File: config.mk
export PLATFORM = sky130hd
export DESIGN_NAME = fp16_add_arbiter
export DESIGN_NICKNAME = d
export VERILOG_FILES = /design/src/rtl/fp16_add_arbiter.sv
export SDC_FILE = /design/constraint.sdc
export NUM_CORES = 1
export LEC_CHECK = 0
export CORE_ASPECT_RATIO = 1.2
export CORE_MARGIN = 2
export CORE_UTILIZATION = 44
export DETAILED_ROUTE_END_ITERATION = 12
export MAX_ROUTING_LAYER = met4
export PLACE_DENSITY_LB_ADDON = 0.12
export SLEW_MARGIN = 5
export SYNTH_ARGS = -nofsm -noshare
export SYNTH_HDL_FRONTEND = slang
export SYNTH_HIERARCHICAL = 1
export SYNTH_SLANG_ARGS = --single-unit
File: constraint.sdc
create_clock -name clk -period 45.5 [get_ports clk]
set_input_delay 6.825 -clock clk [delete_from_list [all_inputs] [get_ports clk]]
set_output_delay 6.825 -clock clk [all_outputs]
set_load 0.03 [all_outputs]
File: src/rtl/fp16_add_arbiter.sv
// Two-requester FP16 add unit: one shared adder, round-robin grant on ties,
// result returned EXEC_CYCLES cycles after accept and held until consumed.
module fp16_add (
  input  logic [15:0] a,
  input  logic [15:0] b,
  output logic [15:0] sum,
  output logic [3:0]  flags
);
  logic [15:0] x, y;
  logic [4:0]  ex, ey, d;
  logic [13:0] mx, my, my_sh, norm;
  logic [14:0] acc;
  logic [11:0] mant;
  logic [5:0]  e;
  logic        carry, ovf, rnd, sgn, x_nan, y_nan, x_inf, y_inf;

  always_comb begin
    x  = (a[14:0] >= b[14:0]) ? a : b;
    y  = (a[14:0] >= b[14:0]) ? b : a;
    ex = (x[14:10] == 5'd0) ? 5'd1 : x[14:10];
    ey = (y[14:10] == 5'd0) ? 5'd1 : y[14:10];
    mx = {x[14:10] != 5'd0, x[9:0], 3'b000};
    my = {y[14:10] != 5'd0, y[9:0], 3'b000};
    d  = ex - ey;
    // Align the smaller operand; bits shifted out collapse into a sticky lsb.
    my_sh    = my >> d;
    my_sh[0] = my_sh[0] | (|(my & ((14'h1 << d) - 14'h1)));
    carry = 1'b0;
    if (x[15] == y[15]) begin
      acc   = {1'b0, mx} + {1'b0, my_sh};
      carry = acc[14];
    end else begin
      acc   = {1'b0, mx} - {1'b0, my_sh};
    end
    e = {1'b0, ex};
    if (carry) begin
      norm = {acc[14:2], acc[1] | acc[0]};
      e    = e + 6'd1;
    end else begin
      norm = acc[13:0];
    end
    // Left-normalise, stopping at the minimum exponent so subnormals fall out.
    for (int i = 0; i < 13; i++) begin
      if (!norm[13] && e > 6'd1) begin
        norm = norm << 1;
        e    = e - 6'd1;
      end
    end
    rnd  = norm[2] & (norm[3] | norm[1] | norm[0]);
    mant = {1'b0, norm[13:3]} + {11'd0, rnd};
    if (mant[11]) begin
      mant = mant >> 1;
      e    = e + 6'd1;
    end
    sgn   = (mant == 12'd0 && x[15] != y[15]) ? 1'b0 : x[15];
    x_nan = (&x[14:10]) & (|x[9:0]);
    y_nan = (&y[14:10]) & (|y[9:0]);
    x_inf = (&x[14:10]) & ~(|x[9:0]);
    y_inf = (&y[14:10]) & ~(|y[9:0]);
    ovf   = 1'b0;
    if (x_nan | y_nan | (x_inf & y_inf & (x[15] != y[15]))) begin
      sum   = 16'h7E00;
      carry = 1'b0;
    end else if (x_inf | y_inf) begin
      sum   = {x[15], 15'h7C00};
      carry = 1'b0;
    end else if (e >= 6'd31) begin
      sum = {sgn, 15'h7C00};
      ovf = 1'b1;
    end else begin
      sum = {sgn, mant[10] ? e[4:0] : 5'd0, mant[9:0]};
    end
    flags = {sum[15], sum[14:0] == 15'd0, carry, ovf};
  end
endmodule

module fp16_add_arbiter #(
  parameter int EXEC_CYCLES = 1
) (
  input  logic        clk,
  input  logic        reset,
  input  logic [1:0]  req_valid,
  output logic [1:0]  req_ready,
  input  logic [15:0] a0,
  input  logic [15:0] b0,
  input  logic [15:0] a1,
  input  logic [15:0] b1,
  output logic [1:0]  rsp_valid,
  input  logic [1:0]  rsp_ready,
  output logic [15:0] result,
  output logic [3:0]  flags,
  output logic        busy
);
  typedef enum logic [1:0] {IDLE, EXEC, RESP} state_t;
  localparam logic [3:0] LAST_CNT = 4'(EXEC_CYCLES - 1);

  state_t      state, state_nxt;
  logic [3:0]  cnt, add_flags;
  logic [15:0] op_a, op_b, add_sum;
  logic        grant, last_grant, win, accept, done, rsp_hs;

  fp16_add u_add (.a(op_a), .b(op_b), .sum(add_sum), .flags(add_flags));

  always_comb begin
    win       = (req_valid == 2'b11) ? ~last_grant : req_valid[1];
    state_nxt = state;
    req_ready = 2'b00;
    rsp_valid = 2'b00;
    accept    = 1'b0;
    done      = 1'b0;
    rsp_hs    = 1'b0;
    case (state)
      IDLE: if (reset && |req_valid) begin
        req_ready = win ? 2'b10 : 2'b01;
        accept    = 1'b1;
        state_nxt = EXEC;
      end
      EXEC: if (cnt == LAST_CNT) begin
        done      = 1'b1;
        state_nxt = RESP;
      end
      RESP: begin
        rsp_valid = grant ? 2'b10 : 2'b01;
        if (rsp_ready[grant]) begin
          rsp_hs    = 1'b1;
          state_nxt = IDLE;
        end
      end
      default: state_nxt = IDLE;
    endcase
  end

  assign busy = (state != IDLE);

  always_ff @(posedge clk or negedge reset) begin
    if (!reset) state <= IDLE;
    else        state <= state_nxt;
  end

  always_ff @(posedge clk or negedge reset) begin
    if (!reset) begin
      cnt        <= 4'd0;
      op_a       <= 16'h0000;
      op_b       <= 16'h0000;
      grant      <= 1'b0;
      last_grant <= 1'b1;
      result     <= 16'h0000;
      flags      <= 4'b0000;
    end else begin
      if (accept) begin
        op_a  <= win ? a1 : a0;
        op_b  <= win ? b1 : b0;
        grant <= win;
        cnt   <= 4'd0;
      end else if (state == EXEC) begin
        cnt <= cnt + 4'd1;
      end
      if (done) begin
        result <= add_sum;
        flags  <= add_flags;
      end
      if (rsp_hs) last_grant <= grant;
    end
  end
endmodule

After elaboration in Yosys (flattened, before gate mapping). Index checks and enable logic that the tools add are counted.

Bits in read-only memories: 0. Logic and storage cells: 186. Output and inout bits: 25. Memory bits (writable): 0. Bits in latches: 0. Input bits: 70. Memories: 0. Register bits after elaboration: 60.

Multipliers: 0. Magnitude comparators: 16. Div/mod/pow operators: 0. Muxes and demuxes: 68. Equality and inequality tests: 8. Add/sub/neg operators: 21. Reductions and logical operators: 45. Shifts and indexed selects: 2. Bitwise gates (word level): 18.

Operators with widths (count): $mux W14 (14); $mux W16 (6); $mux W6 (15); $gt A6 B1 Y1 const B (13); $sub A6 B1 Y6 const B (13); $mux W15 (2); $reduce_or A10 Y1 (2); $mux W1 (16); $mux W2 (8); $add A14 B14 Y15 (1); $ge A15 B15 Y1 (1); $logic_and A1 B1 Y1 (15); $logic_not A15 Y1 (1); $mux W5 (3); $sub A14 B14 Y15 (1); $and A14 B14 Y14 (1); $reduce_or A14 Y1 (1); $shl A1 B5 Y14 const A (1); $shr A14 B5 Y14 (1); $sub A14 B1 Y14 const B (1); $logic_not A1 Y1 (13); $add A11 B1 Y12 (1); $logic_not A12 Y1 (1); $mux W11 (1); other kinds (24) (46).

Longest topological paths before layout.
Depth in word-level cells: 64. Depth in mapped cells: 156. Gate-level depth less buffers: 126.

Cells and area by module. Netlist, hierarchy kept.

Modules (own cells, without submodules): fp16_add (area an instance 11735.0 µm², instances 1, cells each 1761); fp16_add_arbiter (area an instance 2860.2 µm², instances 1, cells each 238).

Worst setup path before layout. OpenSTA, ideal clock, no wires.

Path type: reg-to-reg. Start point: reg op_a[8]. End point: reg result[15]. Path buffers: 37. Path slack: 13.512 ns. Arrival time: 31.864 ns. Library setup time: 0.125 ns. Stages on the path, launching flop included: 147. Period minus slack after synthesis: 31.988 ns. Path through: dfrtp_1 -> ha_1 -> a21o_1 -> a221o_1 -> a221oi_4 -> o21ai_2 -> buf_4 -> buf_6 -> buf_6 -> buf_2 -> clkbuf_1 -> nand2_1 -> o21ai_0 -> a211o_1 -> ha_1 -> fa_1 -> clkbuf_1 -> buf_2 -> (+111 left out) -> ha_1 -> nor2_1 -> a2111oi_4 -> nor2_2 -> buf_4 -> xnor2_1 -> a32oi_1 -> nand2_1 -> ha_1 -> o21a_1 -> and3_1 -> a311o_1 -> and3_1 -> a21oi_1 -> nand2_1 -> o41a_1 -> buf_4 -> mux2_2.

Word-level cells in the longest chain between the ends: 62.

Ends and longest elaborated chain: start, declared (line 99) `logic [15:0] op_a, op_b, add_sum;`; start signal, assigned (line 151) `op_a <= win ? a1 : a0;`; $ge A15 B15 Y1 (line 18, 19); $mux W16 (on tied branches) (line 18, 19); $logic_not A5 Y1 (on tied branches) (line 20, 21); $mux W5 (on tied branches) (line 20, 21); $sub A5 B5 Y5 (line 24) `d = ex - ey;`; $shl A1 B5 Y14 (line 27) `my_sh[0] = my_sh[0] | (|(my & ((14'h1 << d) - 14'h1)));`; $sub A14 B1 Y14 (line 27); $and A14 B14 Y14 (line 27); (+47 left out); $add A11 B1 Y12 (line 50) `mant = {1'b0, norm[13:3]} + {11'd0, rnd};`; $mux W11 (line 51) `if (mant[11]) begin`; $logic_not A12 Y1 (line 55) `sgn = (mant == 12'd0 && x[15] != y[15]) ? 1'b0 : x[15];`; $logic_and A1 B1 Y1 (line 55); $mux W1 (line 55); $mux W16 (line 64) `end else if (x_inf | y_inf) begin`; $mux W16 * (line 61) `if (x_nan | y_nan | (x_inf & y_inf & (x[15] != y[15]))) begin`; net add_flags[3] (line 98) `logic [3:0] cnt, add_flags;`; end signal, assigned (line 159) `result <= add_sum;`; end, declared (line 90) `output logic [15:0] result,`.

Mark *: on every way through the listed nets, which the timed path passes. The rest lies on a longest branch. A chain may end at the register's enable or synchronous reset.

Worst setup path in the final report.
Start point: reg op_b[14]. End point: reg flags[2].

Word-level cells in the longest chain between the ends: 62.

Ends and longest elaborated chain: start, declared (line 99); start signal, assigned (line 152) `op_b <= win ? b1 : b0;`; $ge A15 B15 Y1 (line 18, 19); $mux W16 (on tied branches) (line 18, 19); $logic_not A5 Y1 (on tied branches) (line 20, 21); $mux W5 (on tied branches) (line 20, 21); $sub A5 B5 Y5 (line 24); $shl A1 B5 Y14 (line 27); $sub A14 B1 Y14 (line 27); $and A14 B14 Y14 (line 27); (+47 left out); $add A11 B1 Y12 (line 50); $mux W6 / $mux W11 (equally long branches) (line 51); $ge A6 B5 Y1 / $mux W5 (equally long branches) (line 67, 71); $mux W15 (line 67) `end else if (e >= 6'd31) begin`; $mux W16 (line 64); $mux W16 * (line 61); $logic_not A15 Y1 * (line 73) `flags = {sum[15], sum[14:0] == 15'd0, carry, ovf};`; net add_flags[2] (line 98); end signal, assigned (line 160) `flags <= add_flags;`; end, declared (line 91) `output logic [3:0] flags,`.

Marked as above.

==> flow_summary_export.csv <==
group,metric,value,unit
floorplanning,num_rows,73,
critical_path,timing.critical_path.fanout_max,46,
timing,rsz0062_at_grt,"false",
route,drt-initial-drc-count,1516,
yosys,synth.lib_cells_used.distinct,130,
clocking,cts_num_sinks,60,
critical_path,rr_startpoint,"op_b[14]",
finish,post_route_cells_drive_above_1_share,11.4,%
finish,num-nets-final,2159,
critical_path,reg2reg_slack,10.96,ns
place,detailed_place_hpwl,37.9,mm
flow_run,cap_violations,0,
timing,final.setup_skew,0.0110,ns
clocking,clock_tree_from_tritoncts,"built",
route,routed-via-count,15600,
route,post_drt_via_cell_ratio,6.41,
worst_hold_path,startpoint_of_the_lowest_slack_hold_path,"result[10]",
critical_path,crit-reg2reg-capture,"flags[2]",
timing,finalSetupViolations,0,
global_routing,via_count_of_the_first_global_routing_pass,14900,
floorplanning,ioPinCount,95,
yosys,mappedNetlistNets,2142,
timing,setup-tns-final,0,ns
timing,hold_viol_final,0,
timing,final-max-slew-violation-count,0,
timing,layout_min_cycle_time,34.54,ns
global_routing,number_of_antenna_violations_at_the_first_check_in_global_routing,0,
yosys,yosysWarningCount,6,
route,total_wirelength_of_the_detailed_routed_design,47.4,mm
critical_path,critical-path-max-stage-delay,0.85,ns
worst_hold_path,hold_depth,1,
critical_path,criticalPathCategory,"reg -> reg",
timing,maximum_clock_frequency,29.0,MHz
finish,diodes,0,
critical_path,critical_path_required,45.76,ns
route,post-route-drc-count,0,
floorplanning,floorplan.die.width,170,um
yosys,share_of_synthesized_flip_flops_with_an_asynchronous_set_or_reset,100,%
global_routing,grt_start_max_net_pins,63,
clocking,post_cts_hold_buffer_count,0,
timing,worst_pin_slew,1.12,ns
clocking,worst_setup_hold_path_clk_slew,0.06,ns
timing,max-slew-margin-rel,25.0,%
floorplanning,dieArea,34600,um^2
floorplanning,die-height,204,um
floorplanning,core-area,32900,um^2
worst_hold_path,hp-class,"reg -> reg",
floorplanning,initial_utilization,44.4,%
clocking,cts_repair_resize_count,0,
clocking,post_cts_buffers,0,
worst_hold_path,timing.hold.worst_endpoint,"result[10]",
clocking,cts-buffers-inserted,9,
route,postRouteAntennaNets,0,
yosys,synth_area_per_cell,7.30,um^2
timing,timing.hold.ws,0.506,ns
yosys,ys_seq_elements,60,
critical_path,end_kind,"flip-flop",
global_routing,global_route.usage.total,27.4,%
run_status,status,"complete, no violations",
timing,period_share,75.9,%
finish,area.growth.synth_to_final,9.05,%
global_routing,grt_first_pass_wirelength,77.2,mm
yosys,seq_area_frac_synth,10.3,%
global_routing,grt_overflow,0,
place,place.port_buffers,94,
route,wl_per_cell,19.5,um
critical_path,worstRegToRegCells,121,
yosys,postSynthCellCount,1999,
route,dr.pass1.iters,5,
clocking,cts-root-buf,"clkbuf_16",
clocking,clock_path_buffers,2,
critical_path,worstSetupStartpointType,"flip-flop",
place,gp_weighted_congestion,0.978,
critical_path,worst_path_max_delay_cell,"nor2_1",
clocking,worst_skew_pair_latency,0.32,ns
yosys,synth.cell_area,14600,um^2
clocking,cts_max_level,3,
yosys,postSynth.topFlopCell,"dfrtp_1",
yosys,synth_edf_count,0,
critical_path,arrival,34.80,ns
-- logic make-up (layout without fill, tap and decap cells) --
logic type | Yosys count | count (layout) | synth area share (%)
AO/OA/AOI/OAI | 650 | 650 | 32.4
buffers and inverters | 201 | 223 | 6.66
multiplexers | 170 | 170 | 12.8
adder cells (fa/ha/maj) | 73 | 73 | 6.36
AND/OR/NAND/NOR | 786 | 786 | 27.9
flip-flops | 60 | 60 | 10.3
XOR/XNOR | 59 | 59 | 3.64
-- how the worst max path moves through the flow --
| stage | start | end | cells past startpoint |
|---|---|---|---|
| final | op_b[14] | flags[2] | 121 |
| after global routing | op_b[13] | result[15] | 121 |
| after CTS | op_b[14] | flags[2] | 121 |
| after detailed placement | op_b[14] | result[15] | 121 |
| after global placement | op_b[13] | flags[2] | 119 |
| after floorplan | op_a[8] | result[15] | 146 |
-- cell type report --
| type | count | area (um^2) |
|---|---|---|
| inverters | 83 | 313 |
| repair buffers | 124 | 1160 |
| clock buffers | 11 | 243 |
| flip-flops and latches | 60 | 1500 |
| multi-input cells | 1738 | 12100 |
| fillers | 3305 | 17000 |
| clock inverters | 5 | 36.3 |
| well taps | 412 | 515 |
-- stage by stage --
stage,setup WS [ns],utilization (%),instance area (um^2),std cells
6_report,10.96,48.4,15900,2433
2_1_floorplan,13.51,-,14600,1999
3_5_place_dp,11.64,47.6,15600,2417
3_3_place_gp,12.60,47.6,15600,2417
4_1_cts,11.46,48.4,15900,2433
5_1_grt,7.76,48.4,15900,2433
-- synth_stat cells (all sizes together), types with 22 or more instances --
library cell  count  area (um^2)
xnor2            44          400
nor3             96          632
clkbuf           46          186
a211oi           30          258
nand4            26          184
o21ai           132          687
and3             22          138
o211ai           28          220
a31oi            23          163
nand2b           22          138
dfrtp            59         1480
a221o            34          340
mux2             59          683
mux2i           107         1090
ha               71          888
nor4             31          249
a21o             32          240
nor2            168          633
a21oi           137          701
nand2           245          925
inv              81          304
or2              25          156
nand3            54          275
buf              72          473
-- placed cells by master, fill, tap and decap left out, types with 26 or more instances in the layout --
cell	synthesis	final
o21ai_0	112	112
nor3_1	67	67
buf_4	22	30
mux2_2	51	51
clkdlybuf4s50_1	0	93
nand3_1	53	53
nor3_2	28	28
a221o_1	34	34
a21o_1	32	32
o211ai_1	26	26
nor2_1	167	167
mux2i_1	103	103
nand2_1	243	243
dfrtp_1	59	59
xnor2_1	42	42
ha_1	71	71
a21oi_1	135	135
inv_1	81	81
-- worst max-delay path, delay by kind of cell, from the launching register on --
kind,cells,cell delay (ns)
buffers and inverters,16,2.91
AND/OR/NAND/NOR,32,7.37
adder cells (fa/ha/maj),18,5.48
XOR/XNOR,10,3.25
multiplexers,6,2.00
flip-flops,1,0.51
AO/OA/AOI/OAI,39,12.83
-- sequential cells by signal (all words and copies together) (netlist names) --
| name | count |
|---|---|
| op_b | 16 |
| state | 2 |
| last_grant | 1 |
| cnt | 4 |
| grant | 1 |
| flags | 4 |
| op_a | 16 |
| result | 16 |
-- per-layer routing --
| metal | vias to the layer above | routed length (um) | global-route usage (%) |
|---|---|---|---|
| met1 | 7355 | 20300 | 33.2 |
| met4 | 0 | 1210 | 8.27 |
| met5 | - | 0 | - |
| met3 | 87 | 2070 | 1.80 |
| li1 | 7625 | - | - |
| met2 | 538 | 23800 | 48.7 |
Power is left out: the tool's default activity adds up to more than one toggle a clock period on the data nets, which glitch-free logic cannot reach.
